[src/rtl/rv_pkg.sv]
// Shared fetch-side definitions: opcodes, fetch FSM
// states, queue entry layout and immediate decoders.
package rv_pkg;

  localparam logic [6:0] OP_JAL    = 7'b1101111;
  localparam logic [6:0] OP_BRANCH = 7'b1100011;
  localparam int         FQ_DEPTH  = 2;

  typedef enum logic {
    S_REQ  = 1'b0,
    S_DROP = 1'b1
  } fetch_state_t;

  typedef struct packed {
    logic [31:0] ir;
    logic [63:0] pc;
    logic        pr;
  } fq_entry_t;

  function automatic logic [63:0] imm_j(
    input logic [31:0] i
  );
    return {{43{i[31]}}, i[31], i[19:12],
            i[20], i[30:21], 1'b0};
  endfunction

  function automatic logic [12:0] imm_b(
    input logic [31:0] i
  );
    return {i[31], i[7], i[30:25],
            i[11:8], 1'b0};
  endfunction

endpackage

[src/rtl/bht.sv]
// Branch history table: 2-bit saturating counters,
// combinational read, clocked update.
module bht #(
  parameter int         IDX_W     = 6,
  parameter logic [1:0] RESET_CTR = 2'b01
) (
  input  logic             clk,
  input  logic             clr,
  input  logic [IDX_W-1:0] i_rd_idx,
  output logic [1:0]       o_rd_ctr,
  input  logic             i_upd_valid,
  input  logic [IDX_W-1:0] i_upd_idx,
  input  logic             i_upd_taken
);

  localparam int N = 2 ** IDX_W;

  logic [1:0] r_ctr [N];
  logic [1:0] w_cur;

  assign o_rd_ctr = r_ctr[i_rd_idx];
  assign w_cur    = r_ctr[i_upd_idx];

  always_ff @(posedge clk or posedge clr) begin
    if (clr) begin
      for (int i = 0; i < N; i++) begin
        r_ctr[i] <= RESET_CTR;
      end
    end else if (i_upd_valid) begin
      unique case (1'b1)
        i_upd_taken && (w_cur != 2'b11):
          r_ctr[i_upd_idx] <= w_cur + 2'd1;
        !i_upd_taken && (w_cur != 2'b00):
          r_ctr[i_upd_idx] <= w_cur - 2'd1;
        default: ;
      endcase
    end
  end

endmodule

[src/rtl/fetch_predecode.sv]
// Fetch stage: imem request, 2-entry instruction queue,
// JAL / branch pre-decode and redirect-drop handling.
module fetch_predecode
  import rv_pkg::*;
#(
  parameter int         BHT_IDX_W = 6,
  parameter logic [1:0] RESET_CTR = 2'b01
) (
  input  logic        clk,
  input  logic        clr,
  input  logic [63:0] pc,
  output logic        pc_stall,
  output logic        jal_taken,
  output logic [63:0] jal_addr,
  output logic        pr_taken,
  output logic [12:0] pr_offs,
  input  logic        redirect,
  output logic        imem_req,
  output logic [63:0] imem_addr,
  input  logic        imem_ack,
  input  logic [31:0] imem_data,
  input  logic        bu_valid,
  input  logic [63:0] bu_pc,
  input  logic        bu_taken,
  output logic        ir_valid,
  output logic [31:0] ir,
  output logic [63:0] ir_pc,
  output logic        ir_pr_taken,
  input  logic        dec_stall
);

  fetch_state_t r_state;
  fetch_state_t w_state_nxt;
  logic [63:0]  r_addr_q;
  fq_entry_t    r_q0;
  fq_entry_t    r_q1;
  logic [1:0]   r_cnt;

  logic         w_req;
  logic         w_accept;
  logic         w_is_jal;
  logic         w_is_br;
  logic [1:0]   w_ctr;
  logic         w_push;
  logic         w_pop;
  logic [1:0]   w_cnt_pop;
  fq_entry_t    w_new;
  logic         w_unused;

  bht #(
    .IDX_W     (BHT_IDX_W),
    .RESET_CTR (RESET_CTR)
  ) u_bht (
    .clk         (clk),
    .clr         (clr),
    .i_rd_idx    (pc[BHT_IDX_W+1:2]),
    .o_rd_ctr    (w_ctr),
    .i_upd_valid (bu_valid),
    .i_upd_idx   (bu_pc[BHT_IDX_W+1:2]),
    .i_upd_taken (bu_taken)
  );

  assign w_unused = ^{bu_pc[63:BHT_IDX_W+2],
                      bu_pc[1:0]};

  assign w_req = (r_state == S_DROP) ||
                 (r_cnt != 2'(FQ_DEPTH));
  assign imem_req = w_req;

  assign w_is_jal = imem_data[6:0] == OP_JAL;
  assign w_is_br  = imem_data[6:0] == OP_BRANCH;

  always_comb begin
    w_state_nxt = r_state;
    imem_addr   = pc;
    pc_stall    = 1'b1;
    w_accept    = 1'b0;
    unique case (r_state)
      S_REQ: begin
        w_accept = w_req && imem_ack && !redirect;
        if (redirect) begin
          pc_stall = 1'b0;
          if (w_req && !imem_ack)
            w_state_nxt = S_DROP;
        end else if (w_accept) begin
          pc_stall = 1'b0;
        end
      end
      S_DROP: begin
        imem_addr = r_addr_q;
        pc_stall  = !redirect;
        if (imem_ack)
          w_state_nxt = S_REQ;
      end
      default: ;
    endcase
  end

  assign jal_taken = w_accept && w_is_jal;
  assign pr_taken  = w_accept && w_is_br && w_ctr[1];
  assign jal_addr  = pc + imm_j(imem_data);
  assign pr_offs   = imm_b(imem_data);

  assign w_push    = w_accept;
  assign w_pop     = (r_cnt != 2'd0) && !dec_stall;
  assign w_cnt_pop = r_cnt - {1'b0, w_pop};
  assign w_new     = '{ir: imem_data, pc: pc,
                       pr: pr_taken};

  always_ff @(posedge clk or posedge clr) begin
    if (clr) begin
      r_state  <= S_REQ;
      r_addr_q <= '0;
    end else begin
      r_state <= w_state_nxt;
      if (r_state == S_REQ && w_state_nxt == S_DROP)
        r_addr_q <= pc;
    end
  end

  // Redirect wins over both push and pop.
  always_ff @(posedge clk or posedge clr) begin
    if (clr) begin
      r_cnt <= '0;
      r_q0  <= '0;
      r_q1  <= '0;
    end else if (redirect) begin
      r_cnt <= '0;
    end else begin
      if (w_pop)
        r_q0 <= r_q1;
      if (w_push) begin
        if (w_cnt_pop == 2'd0)
          r_q0 <= w_new;
        else
          r_q1 <= w_new;
      end
      r_cnt <= w_cnt_pop + {1'b0, w_push};
    end
  end

  assign ir_valid    = r_cnt != 2'd0;
  assign ir          = r_q0.ir;
  assign ir_pc       = r_q0.pc;
  assign ir_pr_taken = r_q0.pr;

endmodule

[config.mk]
export PLATFORM = sky130hd
export DESIGN_NAME = fetch_predecode
export DESIGN_NICKNAME = d
export VERILOG_FILES = /design/src/rtl/rv_pkg.sv /design/src/rtl/bht.sv /design/src/rtl/fetch_predecode.sv
export SDC_FILE = /design/constraint.sdc
export NUM_CORES = 1
export LEC_CHECK = 0
export ABC_AREA = 1
export CAP_MARGIN = 20
export CORE_ASPECT_RATIO = 1.75
export CORE_MARGIN = 2
export CORE_UTILIZATION = 51
export CTS_BUF_LIST = sky130_fd_sc_hd__clkbuf_8
export DETAILED_ROUTE_END_ITERATION = 12
export GPL_TIMING_DRIVEN = 0
export PLACE_DENSITY = 0.88
export SKIP_CTS_REPAIR_TIMING = 1
export SKIP_LAST_GASP = 1
export SLEW_MARGIN = 10
export SYNTH_ARGS = -nofsm -noshare
export SYNTH_HDL_FRONTEND = slang
export SYNTH_HIERARCHICAL = 1
export SYNTH_SLANG_ARGS = --single-unit
[constraint.sdc]
create_clock -name clk -period 7.78 [get_ports clk]
set_input_delay 1.167 -clock clk [delete_from_list [all_inputs] [get_ports clk]]
set_output_delay 1.167 -clock clk [all_outputs]
set_load 0.01 [all_outputs]
# == Yosys cells after proc, flatten, opt, wreduce, memory -nomap -nowiden ==
# Index checks and enable logic that the tools add are counted.
# word_totals
in_bits,167
out_inout_bits,243
wordCells,136
regBits,389
# classes
reduce_logical,22
bitwise_logic,5
order_cmp,3
muxes,24
eq_ne,4
n_addsub,5
# ops
operator,count
97-bit 2-to-1 mux,3
128-bit bitwise mux,2
128-bit case mux with 2 select lines,1
64-bit adder,1
64-bit 2-to-1 mux,1
2-bit binary-select mux with 6-bit select,2
7-bit equality test (second input constant),2
7-bit >= comparator (second input constant),2
6-bit inverter with 7-bit output,2
2-bit demux with 6-bit select,1
2-bit 2-to-1 mux,6
1-bit logical AND,11
7-bit by 1-bit < comparator with 1-bit output (second input constant),1
1-bit 2-to-1 mux,6
2-bit nonzero test,3
1-bit logical NOT,4
2-bit != test (second input constant),2
1-bit case mux with 2 select lines,2
1-bit inverter,3
3-bit AND reduction,1
2-bit by 1-bit adder with 2-bit output,1
2-bit by 1-bit adder with 2-bit output (second input constant),1
2-bit logical NOT,1
2-bit AND reduction,1
other kinds (3),3

# == Depth between registers and ports, before layout ==
# Gate-level depths: netlist of run 1.
# logic_depth
depth_word,9
mapped_depth,24
ltp_nobuf,21

# == Hierarchy ==
# Netlist of run 1, hierarchy kept.
# modules_own_cells
module,instances,area_each_um2,cells_each
fetch_predecode,1,17025.1,2539
bht,1,8617.0,1310

# == Worst setup path before layout of run 1 ==
# No wires, ideal clock.
# synth_path
kind,input to output
start,input pc[1]
end,output jal_addr[61]
cell_stages,14
slack_ps,3928
arrival_time_ps,2685
path_buffers,0
path_cell_list,ha_1 fa_1 nand3_1 nand3_1 nand2_1 nand2_1 nand2_1 nand2_1 nand2_1 nand2_1 nand2_1 nand2_1 nand2_1 nand2_1
# synth_between
elab_chain_cells,1
# synth_lines
element,line_no,source
from (decl),fetch_predecode.sv:11,"input logic [63:0] pc,"
64-bit adder,fetch_predecode.sv:101,assign jal_addr = pc + imm_j(imem_data);
to (decl),fetch_predecode.sv:14,"output logic [63:0] jal_addr,"
# No other way between the ends.

# == Worst setup path in the final report of run 1 ==
# layout_path
start,input pc[2]
end,output pr_taken
# layout_between
elab_chain_cells,5
# layout_lines
element,line_no,source
6-bit inverter with 7-bit output (not written as such),bht.sv:21,assign o_rd_ctr = r_ctr[i_rd_idx];
2-bit binary-select mux with 6-bit select,bht.sv:21,
2-bit 2-to-1 mux (not written as such) (2 in series),bht.sv:21,
net w_ctr[1],fetch_predecode.sv:43,logic [1:0] w_ctr;
1-bit logical AND,fetch_predecode.sv:100,assign pr_taken = w_accept && w_is_br && w_ctr[1];
to (decl),fetch_predecode.sv:15,"output logic pr_taken,"
# The timed path passes the listed nets, and every way through them passes these cells. The select of a mux whose other input is x is not followed.

==> results of run 1 <==
through the flow:
step | cell area [sq um] | total power [uW]
2_1_floorplan | 25100 | 5140
3_3_place_gp | 29400 | 6730
3_5_place_dp | 29600 | 6870
4_1_cts | 30900 | 8700
5_1_grt | 30900 | 9250
6_report | 30900 | 8760
routing by layer:
metal | vias to the layer above | part of all wire
li1 | 12500 | -
met1 | 12000 | 0.32
met4 | 2 | 0.12
met5 | - | 0.00014
met2 | 1518 | 0.48
met3 | 552 | 0.088
worst max-delay path, stage by stage:
cell,delay (ps)
clkdlybuf4s50_1,710
clkbuf_1,300
clkbuf_1,500
nand2_1,100
nand3_1,100
nand3_1,70
nand2_1,150
nand2_1,70
nand3_1,90
nand3_1,80
nand2_1,260
nand4_1,310
nor2_1,250
clkdlybuf4s50_1,580
where the power goes:
group | internal, uW | leakage (uW) | total, uW | switching, uW
clock network | 963 | 0.000719 | 1820 | 858
logic | 1580 | 0.00993 | 3720 | 2140
registers | 2790 | 0.00465 | 3230 | 440
total | 5330 | 0.0153 | 8760 | 3440
layout make-up:
cell class,instances,area (sq um)
fillers,4256,17700
multi-input cells,2636,12300
flip-flops and latches,389,9810
repair buffers,357,3670
inverters,530,2000
clock buffers,74,1020
plain buffers,173,950
well taps,654,818
clock inverters,34,250
diodes,4,10.0
cells in the final DEF (no fill, tap or decap), types with 2 or more instances in the layout:
cell type	instances
nor2_4	2
clkbuf_8	74
buf_2	35
o21bai_1	6
xor2_1	32
inv_1	538
o21ai_0	361
clkbuf_1	94
nand2_1	1410
nand2_2	3
ha_1	66
buf_1	6
nor4_1	3
nand3_1	157
inv_6	3
nor3_1	24
nand3_2	50
mux2_2	27
o21ai_1	13
or2_1	2
a21oi_1	47
diode_2	4
bufinv_16	3
clkinv_2	11
clkinvlp_4	2
nor2_1	301
a31oi_1	97
buf_12	13
buf_6	13
or2_0	5
dfstp_2	64
clkdlybuf4s50_1	347
dfrtp_1	325
buf_4	21
nor2_2	4
xnor2_1	3
inv_2	4
nand4_1	15
worst paths after layout:
| check | depth (start not counted) | end | slack (ps) |
|---|---|---|---|
| worst max-delay path | 14 | pr_taken | 1840 |
| worst min-delay path | 2 | register | 470 |
| worst max register to register | 14 | ir_pc[12] | 4060 |
| worst min register to register | 2 | register | 470 |
| max in group asynchronous | 5 | r_addr_q[40] | 5720 |
| min in group asynchronous | 2 | r_q1[85] | 950 |
==> metrics.csv, run 1 <==
metric,value,unit
avgViaCountPerCell,5.48,
place.gp.congestion,1.07,
firstDrtPassIters,7,
grt_use_total,0.359,
finalCriticalPeriod,5940,ps
die_h,297,um
final_util,0.635,
setup.worst_path.end_class,primary output,
hpwlAfterDp,72700,um
power_density,284,mW/mm^2
setup_viol,0,
cp.arrival,4770,ps
worstSetupPathType,input port to primary output,
dp_slack,1980,ps
hold_viol,0,
wirelength,93000,um
num_vias,26600,
clk_path_buf_depth,3,
wl_per_cell,19.2,um
startpoint_type,input port,
drive_gt1_frac,0.0801,
cts_sinks,389,
cts.clk_slew.worst_paths,60,ps
placementRows,107,
grt_pass1_wl,140000,um
use_met2,0.607,
die_area,0.0511,sq mm
gr-total-overflow,0,
grt_max_degree,89,
final.hold.worst_slack,466,ps
cp.required,6610,ps
slew_violations,0,
synth_warnings,6,
die_w,172,um
area_growth,23.0,%
insertion_delay,660,ps
numPortBuffers,348,
hp-class,register to register,
max_slew_margin,0.337,
status,"finished, final reports clean",
dp.cells,4739,
drt_iter0_drc,2765,
synth_cells,3728,
pin_count,410,
remaining_drc_errors,0,
tightest_slew,988,ps
cts_tree,yes,
antenna_found_initial,5,
stdcell_count,4851,
rsz0062_at_grt,no,
met3_usage,0.0718,
layout.nets,4379,
antenna_left,0,
placeableCoreArea,0.0486,sq mm
finalCritPeriodShare,0.763,
grt-busiest-layer,met2,
reg2reg_from,r_cnt[1],
cts-root-buf,clkbuf_8,
power_leakage,0.0153,uW
start_util,0.517,
synthesis.area,0.0251,sq mm
skew,35.9,ps
peakVddDrop,0.000152,V
fmaxAchievable,168,MHz
drv_cap,0,
fin_tns_setup,0,ps
setup_slack,1840,ps
syn_avg_cell_area,6.73,sq um
synth_nets,3962,
crit_start,pc[2],
path_max_fanout,8,
grt_pass1_vias,26000,
grt.met1_usage,0.356,
h-tree-depth,2,
cts_buffers,58,
No activity file was read; power rests on OpenSTA's default activity.
==> run 2: changes to the inputs <==
==> constraint.sdc (replaced) <==
create_clock -name clk -period 5.1 [get_ports clk]
set_input_delay 0.765 -clock clk [delete_from_list [all_inputs] [get_ports clk]]
set_output_delay 0.765 -clock clk [all_outputs]
set_load 0.01 [all_outputs]
==> run 2 against run 1 <==
The flow now finishes with violations (DRC). Wire length about the same. Die area unchanged. Design area about the same. Total power up 53%. Clock skew about the same. Largest power group unchanged. Largest cell class unchanged. Critical path type unchanged.
==> metrics.csv, run 2 (same netlist as run 1, synthesis figures left out) <==
metric,value,unit
status,"finished, violations left",
violations,DRC,
hpwlAfterDp,72700,um
clk_path_buf_depth,3,
antenna_found_initial,5,
worstPathCellList,"clkdlybuf4s50_1, clkbuf_1, buf_1, nand3_1, nand2_1, nand2_1, nand3_1, nand3_1, nand2_1, nand4_1, nor2_1, clkdlybuf4s50_1",
remaining_drc_errors,2,
h-tree-depth,2,
finalCritPeriodShare,0.957,
final_util,0.635,
cp.arrival,4120,ps
wirelength,92900,um
num_vias,26600,
startpoint_type,input port,
gr-total-overflow,0,
drive_gt1_frac,0.0806,
power_density,433,mW/mm^2
setup.worst_path.end_class,primary output,
finalCriticalPeriod,4880,ps
setup_viol,0,
fmaxAchievable,205,MHz
drv_cap,0,
max_slew_margin,0.340,
max_stage_delay,670,ps
pin_count,410,
peakVddDrop,0.000232,V
mostFrequentLayoutCells,"1410 x nand2_1, 538 x inv_1, 361 x o21ai_0",
insertion_delay,660,ps
fill_cells,4253,
antenna_left,0,
cts_tree,yes,
stdcell_count,4851,
area_growth,23.0,%
regToRegSetupSlack,1370,ps
slew_violations,0,
layout.cells.most_common,nand2_1,
placementRows,107,
cts.clk_slew.worst_paths,70,ps
cp_top_family,buffers and inverters,
final.hold.worst_slack,330,ps
cts-root-buf,clkbuf_8,
avgViaCountPerCell,5.48,
critPathBufInv,4,
grt_max_degree,89,
die_w,172,um
die_h,297,um
drt_iter0_drc,2755,
start_util,0.517,
cpMaxStageDelayCell,clkdlybuf4s50_1,
placeableCoreArea,0.0486,sq mm
die_area,0.0511,sq mm
hp-class,input port to register,
layout.nets,4379,
wl_per_cell,19.2,um
path_max_fanout,5,
firstDrtPassIters,10,
rsz0062_at_grt,no,
hold_viol,0,
place.gp.congestion,1.07,
cp.required,4340,ps
grt_pass1_vias,26000,
power_leakage,0.0153,uW
cts_buffers,58,
dp.cells,4739,
numPortBuffers,348,
worstSetupPathType,input port to primary output,
skew,36.2,ps
grt_use_total,0.359,
cts_sinks,389,
grt_pass1_wl,140000,um
tightest_slew,983,ps
## run 2: cell count changes in the layout (fill, tap and decap cells not counted), sizes merged
cell,before,now
clkdlybuf4s50,347,346
dlymetal6s2s,0,1
## run 2: final cells by class
| type | instances | area (sq um) | share of cell area |
|---|---|---|---|
| well taps | 654 | 818 | 0.0265 |
| plain buffers | 173 | 952 | 0.0308 |
| flip-flops and latches | 389 | 9810 | 0.318 |
| multi-input cells | 2636 | 12300 | 0.400 |
| inverters | 530 | 2000 | 0.0648 |
| diodes | 4 | 10.0 | 0.000324 |
| clock inverters | 34 | 250 | 0.00810 |
| clock buffers | 74 | 1020 | 0.0330 |
| repair buffers | 357 | 3670 | 0.119 |
## run 2: worst reg2reg max path: stages (launching register included)
cell	delay (ps)
dfrtp_1	420
or2_1	250
nand2_2	290
clkbuf_1	490
inv_1	100
ha_1	210
xnor2_1	250
nand2_2	140
nor2_4	410
inv_4	200
o21ai_4	240
buf_6	240
buf_4	200
nor2_1	60
a31oi_1	170
## run 2: per-layer routing
| layer | track usage | part of all wire | up-vias |
|---|---|---|---|
| met1 | 0.356 | 0.32 | 12100 |
| met4 | 0.349 | 0.12 | 2 |
| met3 | 0.0718 | 0.088 | 551 |
| met5 | 0 | 0.00014 | - |
| met2 | 0.607 | 0.48 | 1499 |
| li1 | - | - | 12500 |
## run 2: worst paths after layout
check	from	endpoint	cells past startpoint
min in group asynchronous	clr	r_q1[85]	2
max in group asynchronous	clr	r_addr_q[40]	5
min reg2reg	register	register	2
min	redirect	r_cnt[0]	2
max	pc[4]	pr_taken	12
max reg2reg	r_cnt[1]	ir_pc[12]	14
## run 2: metrics by stage
stage	worst slack [ps]	setup TNS (ps)	cell area (sq um)	total power, uW
4_1_cts	99.8	0	30900	13300
6_report	217	0	30900	13400
3_3_place_gp	-934	-313280	29400	10300
5_1_grt	60.7	0	30900	14100
3_5_place_dp	50.8	0	29600	10500
2_1_floorplan	893	0	25100	7840
## run 2: power by group
| group | switching (uW) | internal [uW] |
|---|---|---|
| clock | 1310 | 1470 |
| sequential | 672 | 4250 |
| combinational | 3260 | 2410 |
